File: src/rtl/proto_sched_pkg.sv
// Shared definitions for proto_job_scheduler: protocol codes, engine bit positions,
// FSM state encoding and the protocol-to-engine select decoder.
package proto_sched_pkg;

   localparam logic [1:0] PROTO_SPI  = 2'b00;
   localparam logic [1:0] PROTO_I2C  = 2'b01;
   localparam logic [1:0] PROTO_UART = 2'b10;
   localparam logic [1:0] PROTO_ILL  = 2'b11;

   localparam int ENG_SPI  = 0;
   localparam int ENG_I2C  = 1;
   localparam int ENG_UART = 2;

   localparam logic [2:0] ST_IDLE      = 3'd0;
   localparam logic [2:0] ST_LAUNCH    = 3'd1;
   localparam logic [2:0] ST_WAIT_BUSY = 3'd2;
   localparam logic [2:0] ST_WAIT_DONE = 3'd3;
   localparam logic [2:0] ST_RESP      = 3'd4;
   localparam logic [2:0] ST_RESP_ERR  = 3'd5;

   // The illegal code selects no engine at all.
   function automatic logic [2:0] proto_onehot(input logic [1:0] proto);
      logic [2:0] sel;
      sel = 3'b000;
      case (proto)
         PROTO_SPI:  sel[ENG_SPI]  = 1'b1;
         PROTO_I2C:  sel[ENG_I2C]  = 1'b1;
         PROTO_UART: sel[ENG_UART] = 1'b1;
         default:    sel = 3'b000;
      endcase
      return sel;
   endfunction

endpackage

File: src/rtl/proto_job_scheduler_rr_arbiter.sv
// Combinational round-robin arbiter: picks the first set request at or after ptr_i,
// wrapping at NUM_REQ, and returns it both one-hot and as an index.
module rr_arbiter #(
   parameter int NUM_REQ = 4,
   parameter int IW      = (NUM_REQ > 1) ? $clog2(NUM_REQ) : 1
) (
   input  logic [NUM_REQ-1:0] req_i,
   input  logic [IW-1:0]      ptr_i,
   output logic [NUM_REQ-1:0] grant_o,
   output logic [IW-1:0]      idx_o
);

   logic          found;
   int            cand;
   logic [IW-1:0] cand_idx;

   always_comb begin
      grant_o  = '0;
      idx_o    = '0;
      found    = 1'b0;
      cand     = 0;
      cand_idx = '0;
      for (int i = 0; i < NUM_REQ; i++) begin
         cand     = (int'(ptr_i) + i) % NUM_REQ;
         cand_idx = IW'(cand);
         if (!found && req_i[cand_idx]) begin
            found             = 1'b1;
            grant_o[cand_idx] = 1'b1;
            idx_o             = cand_idx;
         end
      end
   end

endmodule

File: src/rtl/proto_job_scheduler.sv
// Round-robin job scheduler sharing the SPI, I2C and UART engines among NUM_REQ requesters.
// Define SCHED_TIMEOUT_EN to add a watchdog on the engine wait states.
module proto_job_scheduler
   import proto_sched_pkg::*;
#(
   parameter int NUM_REQ        = 4,
   parameter int TIMEOUT_CYCLES = 4096
) (
   input  logic                 clk,
   input  logic                 reset,
   input  logic [NUM_REQ-1:0]   req,
   input  logic [2*NUM_REQ-1:0] req_proto,
   input  logic [7*NUM_REQ-1:0] req_addr,
   input  logic [8*NUM_REQ-1:0] req_data,
   output logic [NUM_REQ-1:0]   gnt,
   output logic [NUM_REQ-1:0]   done,
   output logic [NUM_REQ-1:0]   err,
   output logic [7:0]           rsp_data,
   output logic [2:0]           eng_select,
   output logic [6:0]           eng_addr,
   output logic [7:0]           eng_data,
   input  logic [2:0]           eng_busy,
   input  logic [2:0]           eng_valid,
   input  logic [7:0]           eng_rx_data,
   output logic                 sched_busy
);

   localparam int IW = (NUM_REQ > 1) ? $clog2(NUM_REQ) : 1;

   logic [2:0]         state_q, state_d;
   logic [IW-1:0]      rr_ptr_q, rr_ptr_d;
   logic [IW-1:0]      win_q, win_d;
   logic [1:0]         proto_q, proto_d;
   logic [6:0]         addr_q, addr_d;
   logic [7:0]         data_q, data_d;
   logic [7:0]         rsp_q, rsp_d;
   logic [2:0]         sel_q, sel_d;
   logic [NUM_REQ-1:0] gnt_q, gnt_d;
   logic [NUM_REQ-1:0] done_q, done_d;
   logic [NUM_REQ-1:0] err_q, err_d;

   logic [NUM_REQ-1:0] arb_grant;
   logic [IW-1:0]      arb_idx;
   logic [NUM_REQ-1:0] win_onehot;
   logic [1:0]         proto_arr [NUM_REQ];
   logic [6:0]         addr_arr  [NUM_REQ];
   logic [7:0]         data_arr  [NUM_REQ];
   logic               busy_sel, valid_sel;

`ifdef SCHED_TIMEOUT_EN
   localparam logic [15:0] WD_LIMIT = 16'(TIMEOUT_CYCLES - 1);
   logic [15:0] wd_q, wd_d;
`endif

   rr_arbiter #(.NUM_REQ(NUM_REQ), .IW(IW)) u_arb (
      .req_i   (req),
      .ptr_i   (rr_ptr_q),
      .grant_o (arb_grant),
      .idx_o   (arb_idx)
   );

   for (genvar g = 0; g < NUM_REQ; g++) begin : g_unpack
      assign proto_arr[g] = req_proto[2*g +: 2];
      assign addr_arr[g]  = req_addr[7*g +: 7];
      assign data_arr[g]  = req_data[8*g +: 8];
   end

   // Only the flags of the engine we selected matter; the others are masked off.
   assign busy_sel  = |(eng_busy & sel_q);
   assign valid_sel = |(eng_valid & sel_q);

   always_comb begin
      win_onehot        = '0;
      win_onehot[win_q] = 1'b1;
   end

   always_comb begin
      state_d  = state_q;
      rr_ptr_d = rr_ptr_q;
      win_d    = win_q;
      proto_d  = proto_q;
      addr_d   = addr_q;
      data_d   = data_q;
      rsp_d    = rsp_q;
      sel_d    = sel_q;
      gnt_d    = '0;
      done_d   = '0;
      err_d    = '0;
`ifdef SCHED_TIMEOUT_EN
      wd_d     = wd_q;
`endif
      case (state_q)
         ST_IDLE: begin
            if (|req) begin
               gnt_d    = arb_grant;
               win_d    = arb_idx;
               proto_d  = proto_arr[arb_idx];
               addr_d   = addr_arr[arb_idx];
               data_d   = data_arr[arb_idx];
               rr_ptr_d = (arb_idx == IW'(NUM_REQ - 1)) ? '0 : arb_idx + IW'(1);
               if (proto_arr[arb_idx] == PROTO_ILL) begin
                  err_d   = arb_grant;
                  state_d = ST_RESP_ERR;
               end else begin
                  state_d = ST_LAUNCH;
               end
            end
         end
         ST_LAUNCH: begin
            sel_d   = proto_onehot(proto_q);
            state_d = ST_WAIT_BUSY;
`ifdef SCHED_TIMEOUT_EN
            wd_d    = '0;
`endif
         end
         // A valid pulse ends the job from either wait state; completion beats the watchdog.
         ST_WAIT_BUSY, ST_WAIT_DONE: begin
            if (valid_sel || (state_q == ST_WAIT_DONE && !busy_sel)) begin
               state_d = ST_RESP;
            end
`ifdef SCHED_TIMEOUT_EN
            else if (wd_q == WD_LIMIT) begin
               err_d   = win_onehot;
               sel_d   = '0;
               state_d = ST_IDLE;
            end
`endif
            else if (state_q == ST_WAIT_BUSY && busy_sel) begin
               state_d = ST_WAIT_DONE;
            end
`ifdef SCHED_TIMEOUT_EN
            wd_d = wd_q + 16'd1;
`endif
         end
         ST_RESP: begin
            done_d  = win_onehot;
            rsp_d   = eng_rx_data;
            sel_d   = '0;
            state_d = ST_IDLE;
         end
         ST_RESP_ERR: state_d = ST_IDLE;
         default:     state_d = ST_IDLE;
      endcase
   end

   always_ff @(posedge clk) begin
      if (reset) begin
         state_q  <= ST_IDLE;
         rr_ptr_q <= '0;
         win_q    <= '0;
         proto_q  <= PROTO_SPI;
         addr_q   <= '0;
         data_q   <= '0;
         rsp_q    <= '0;
         sel_q    <= '0;
         gnt_q    <= '0;
         done_q   <= '0;
         err_q    <= '0;
`ifdef SCHED_TIMEOUT_EN
         wd_q     <= '0;
`endif
      end else begin
         state_q  <= state_d;
         rr_ptr_q <= rr_ptr_d;
         win_q    <= win_d;
         proto_q  <= proto_d;
         addr_q   <= addr_d;
         data_q   <= data_d;
         rsp_q    <= rsp_d;
         sel_q    <= sel_d;
         gnt_q    <= gnt_d;
         done_q   <= done_d;
         err_q    <= err_d;
`ifdef SCHED_TIMEOUT_EN
         wd_q     <= wd_d;
`endif
      end
   end

   assign gnt        = gnt_q;
   assign done       = done_q;
   assign err        = err_q;
   assign rsp_data   = rsp_q;
   assign eng_select = sel_q;
   assign eng_addr   = addr_q;
   assign eng_data   = data_q;
   assign sched_busy = (state_q != ST_IDLE);

endmodule

File: config.mk
export PLATFORM = sky130hd
export DESIGN_NAME = proto_job_scheduler
export DESIGN_NICKNAME = d
export VERILOG_FILES = /design/src/rtl/proto_sched_pkg.sv /design/src/rtl/proto_job_scheduler_rr_arbiter.sv /design/src/rtl/proto_job_scheduler.sv
export SDC_FILE = /design/constraint.sdc
export NUM_CORES = 1
export LEC_CHECK = 0
export ABC_AREA = 0
export BUFFER_PORTS_ARGS = -buffer_cell sky130_fd_sc_hd__clkbuf_2
export CAP_MARGIN = 15
export CORE_MARGIN = 4
export CORE_UTILIZATION = 46
export CTS_CLUSTER_SIZE = 10
export DETAILED_ROUTE_END_ITERATION = 10
export PLACE_DENSITY = 0.81
export SLEW_MARGIN = 20
export SYNTH_ARGS = -nofsm -noshare
export SYNTH_HDL_FRONTEND = slang
export SYNTH_SLANG_ARGS = --single-unit
File: constraint.sdc
create_clock -name clk -period 4.4 [get_ports clk]
set_clock_uncertainty 0.05 [all_clocks]
set_input_delay 0.88 -clock clk [delete_from_list [all_inputs] [get_ports clk]]
set_output_delay 0.88 -clock clk [all_outputs]
set_load 0.1 [all_outputs]
==> results.md <==
* Slew Viols, Final at 0
* Via density at 5.45
* Final nets at 456
* Sequential area share after synthesis at 37.7%
* Die X-Extent at 81.6 microns
* Fill cells at 451
* Worst slew pin tran at 0.719 ns
* Routability cong. at 0.901
* Post-Syn Instances at 242
* Initial antenna violation count at 0
* Crit path DAT at ~3.7 ns
* DRC Markers at 0
* Routed WL at 6.37 mm
* Top_reg_cell synth: dfxtp_1
* Ant diodes at 0
* FF-to-FF Start: rr_ptr_q[1]
* Grt ovf at 0
* Total power at around 2700 uW
* Maximum VDD drop at 0.673 mV
* CTS root buffer: clkbuf_8
* XOR/XNOR Fraction of Synth Area at 0%
* First-pass GRT wire length at 9.82 mm
* Port Buffers at 126
* Chip height at a little over 80 microns
* Final setup fails at 0
* Mapped Nets at 338
* Largest cells by area after synthesis: dfxtp_1, mux4_2, a22o_1
* Max-cap violations at 0
* Unique masters post-synth at 43
* Synthesized flop and latch total at 47
* Clk sinks at between 40 and 50
* Post-synth top area cell: dfxtp_1
* Routed len/inst at 14.8 microns
* Post-synth ARST share at 0%
* Slowest-stage cell, CP: dfxtp_1
* Family with the most delay on the worst path: multiplexers
* Critical Path Sink Type: flip-flop
* CTS buffer count at 5
* IO Count at 127
* Initial DRC count at 99
* Reg2reg path depth at 8
* Adder-cell share of the synthesized area at 4.01%
* Commonest non-fill, non-tap cells in the layout: clkbuf_2, dfxtp_1, nand2_1
* Setup WS post-layout at 0.805 ns
* Hold Crit Class: reg2reg
* Final hold violations at 0
* Vias in the first global route at 2339
* Setup Buffers After CTS at 0
* Worst slew margin at 50.8%
* Area Growth Syn to Fin at 30.7%
* Power density cells at 836 nW/um^2
* Hold WS at 0.411 ns
* Setup TNS at 0 ns
* CTS-repair resized insts at 0
* Avg Synthesized Cell Area at just over 10 sq um
* WP depth at 8
* Via count at 2348
* CTS max path bufs at 2
* Max incr delay on CP at 0.55 ns
* Pre-CTS setup slack at 0.796 ns
* Clk Latency, worst-skew pair at 0.30 ns
* Synth Cell Area at 2490 sq um
* Dpl hpwl at 5.16 mm
* GRT Overall Usage at 19.2%
* Largest family of logic cells by synthesized area: multiplexers
* Buf/Inv on CP at 2
* Die area at 6670 sq um
* RSZ-0062 raised after global routing: false
* Post-synth EDFFs at 0
* CP Cell Sequence: inv_1 > ha_1 > mux4_2 > nor2b_4 > o31ai_4 > buf_4 > mux4_2 > a22o_1
* Clock-pin slew on the worst setup and hold paths at approximately 0.090 ns
* Post-synthesis simple-gate area fraction at 16.2%
* H-tree Lvls at 2
* Critical Path Source: rr_ptr_q[1]
* R2R Setup Slk at just over 0.8 ns
* Yosys warns at 0
* Most used cell, CP: mux4_2
* Crit start category: flip-flop
* Initial Util at between 40% and 50%
* Layout cell share with drive strength beyond 1 at between 40% and 50%
* Final min period at 3.60 ns
* Router iterations before antenna repair at 4
* CTS tree: done
* Compound-Gate Fraction of Synth Area at between 15 and 20%
* Post-synthesis mux area share at 20.7%
* # rows at 26
* Yosys top cell area share at 37.7%
* Reg2reg end: eng_data[2]
* Final ANT Viol Nets at 0
* Largest net degree at the start of global routing at 25
* Crit path to: eng_data[2]
* Status: completed
* Post-CTS Hold Fix Bufs at 0
* CP Max Fanout at 12
* Required time worst endpoint at 4.55 ns
* Worst Setup Path Type: reg2reg
* Commonest non-fill, non-tap cell in the layout: clkbuf_2
* Total core area at around 5200 sq um
* Maximum clock frequency at 0.278 GHz
* Final Cycle Share at 81.7%
* Leak at 0.00148 uW
-- per-layer routing --
layer,vias to the layer above,track usage [%],wire (microns),part of all wire [%]
met5,-,0,0,0
met4,0,11.5,284,4.5
met3,21,5.70,571,9.0
met2,122,32.5,3140,49
met1,1057,21.3,2370,37
li1,1148,-,-,-
-- synth_stat cells, types with 2 or more instances --
| cell type | instances |
|---|---|
| buf_6 | 2 |
| nor4_1 | 3 |
| nor3_1 | 2 |
| or3_1 | 2 |
| or2_2 | 4 |
| a22oi_1 | 5 |
| nor2b_1 | 4 |
| a22o_1 | 18 |
| dfxtp_1 | 47 |
| a211oi_1 | 3 |
| o21ai_0 | 2 |
| mux2i_1 | 5 |
| clkbuf_1 | 11 |
| and4b_1 | 2 |
| nor3b_1 | 2 |
| o21ai_2 | 2 |
| nor2_1 | 16 |
| ha_1 | 8 |
| a311oi_1 | 3 |
| mux4_2 | 19 |
| buf_2 | 4 |
| a31oi_1 | 3 |
| nor4b_1 | 3 |
| nand2b_1 | 2 |
| nand2_1 | 36 |
| a21oi_1 | 17 |
-- kinds of logic after synthesis --
family,Yosys count
AND/OR/NAND/NOR,81
AO/OA/AOI/OAI,59
flip-flops,47
multiplexers,26
buffers and inverters,21
adder cells (fa/ha/maj),8
-- per-stage QoR --
stage               area (sq um)  util [%]  instances
finish                      3260      63.1        431
global route                3260      63.1        431
CTS                         3260      63.0        431
detailed placement          3170      61.3        423
global placement            3170      61.3        423
floorplan                   2490         -        242
-- cell type report --
type / count / area (sq um) / area share (%)
flip-flops and latches: 47 / 941 / 28.8
repair buffers: 130 / 661 / 20.3
inverters: 2 / 7.51 / 0.230
clock buffers: 5 / 68.8 / 2.11
well taps: 70 / 87.6 / 2.69
clock inverters: 3 / 20.0 / 0.614
multi-input cells: 174 / 1480 / 45.3
-- sequential cells by signal (all words and copies together), names as in the netlist --
signal / flops
gnt: 4
err: 4
eng_select: 3
rr_ptr_q: 2
proto_q: 2
state_q: 3
done: 4
rsp_data: 8
eng_addr: 7
eng_data: 8
win_q: 2
-- worst min-delay path: stages (launching register included) --
cell and delay (ns):
dfxtp_1 0.32, nand2_1 0.05, a21oi_1 0.05
-- power breakdown --
part	leakage, uW	internal, uW	switching [uW]
Clock	0.0000402	111	144
Combinational	0.00106	549	1260
Sequential	0.000384	560	106
Total	0.00148	1220	1510
-- worst min-delay path by stage --
stage | start | endpoint | slack, ns | cells after the start
after floorplan | win_q[1] | done[1] | 0.40 | 1
after CTS | rsp_data[0] | rsp_data[0] | 0.41 | 2
after global routing | rsp_data[3] | rsp_data[3] | 0.45 | 2
after global placement | rsp_data[1] | rsp_data[1] | 0.39 | 2
final | rsp_data[0] | rsp_data[0] | 0.41 | 2
after detailed placement | rsp_data[0] | rsp_data[0] | 0.40 | 2
(Power assumes the default switching activity.)
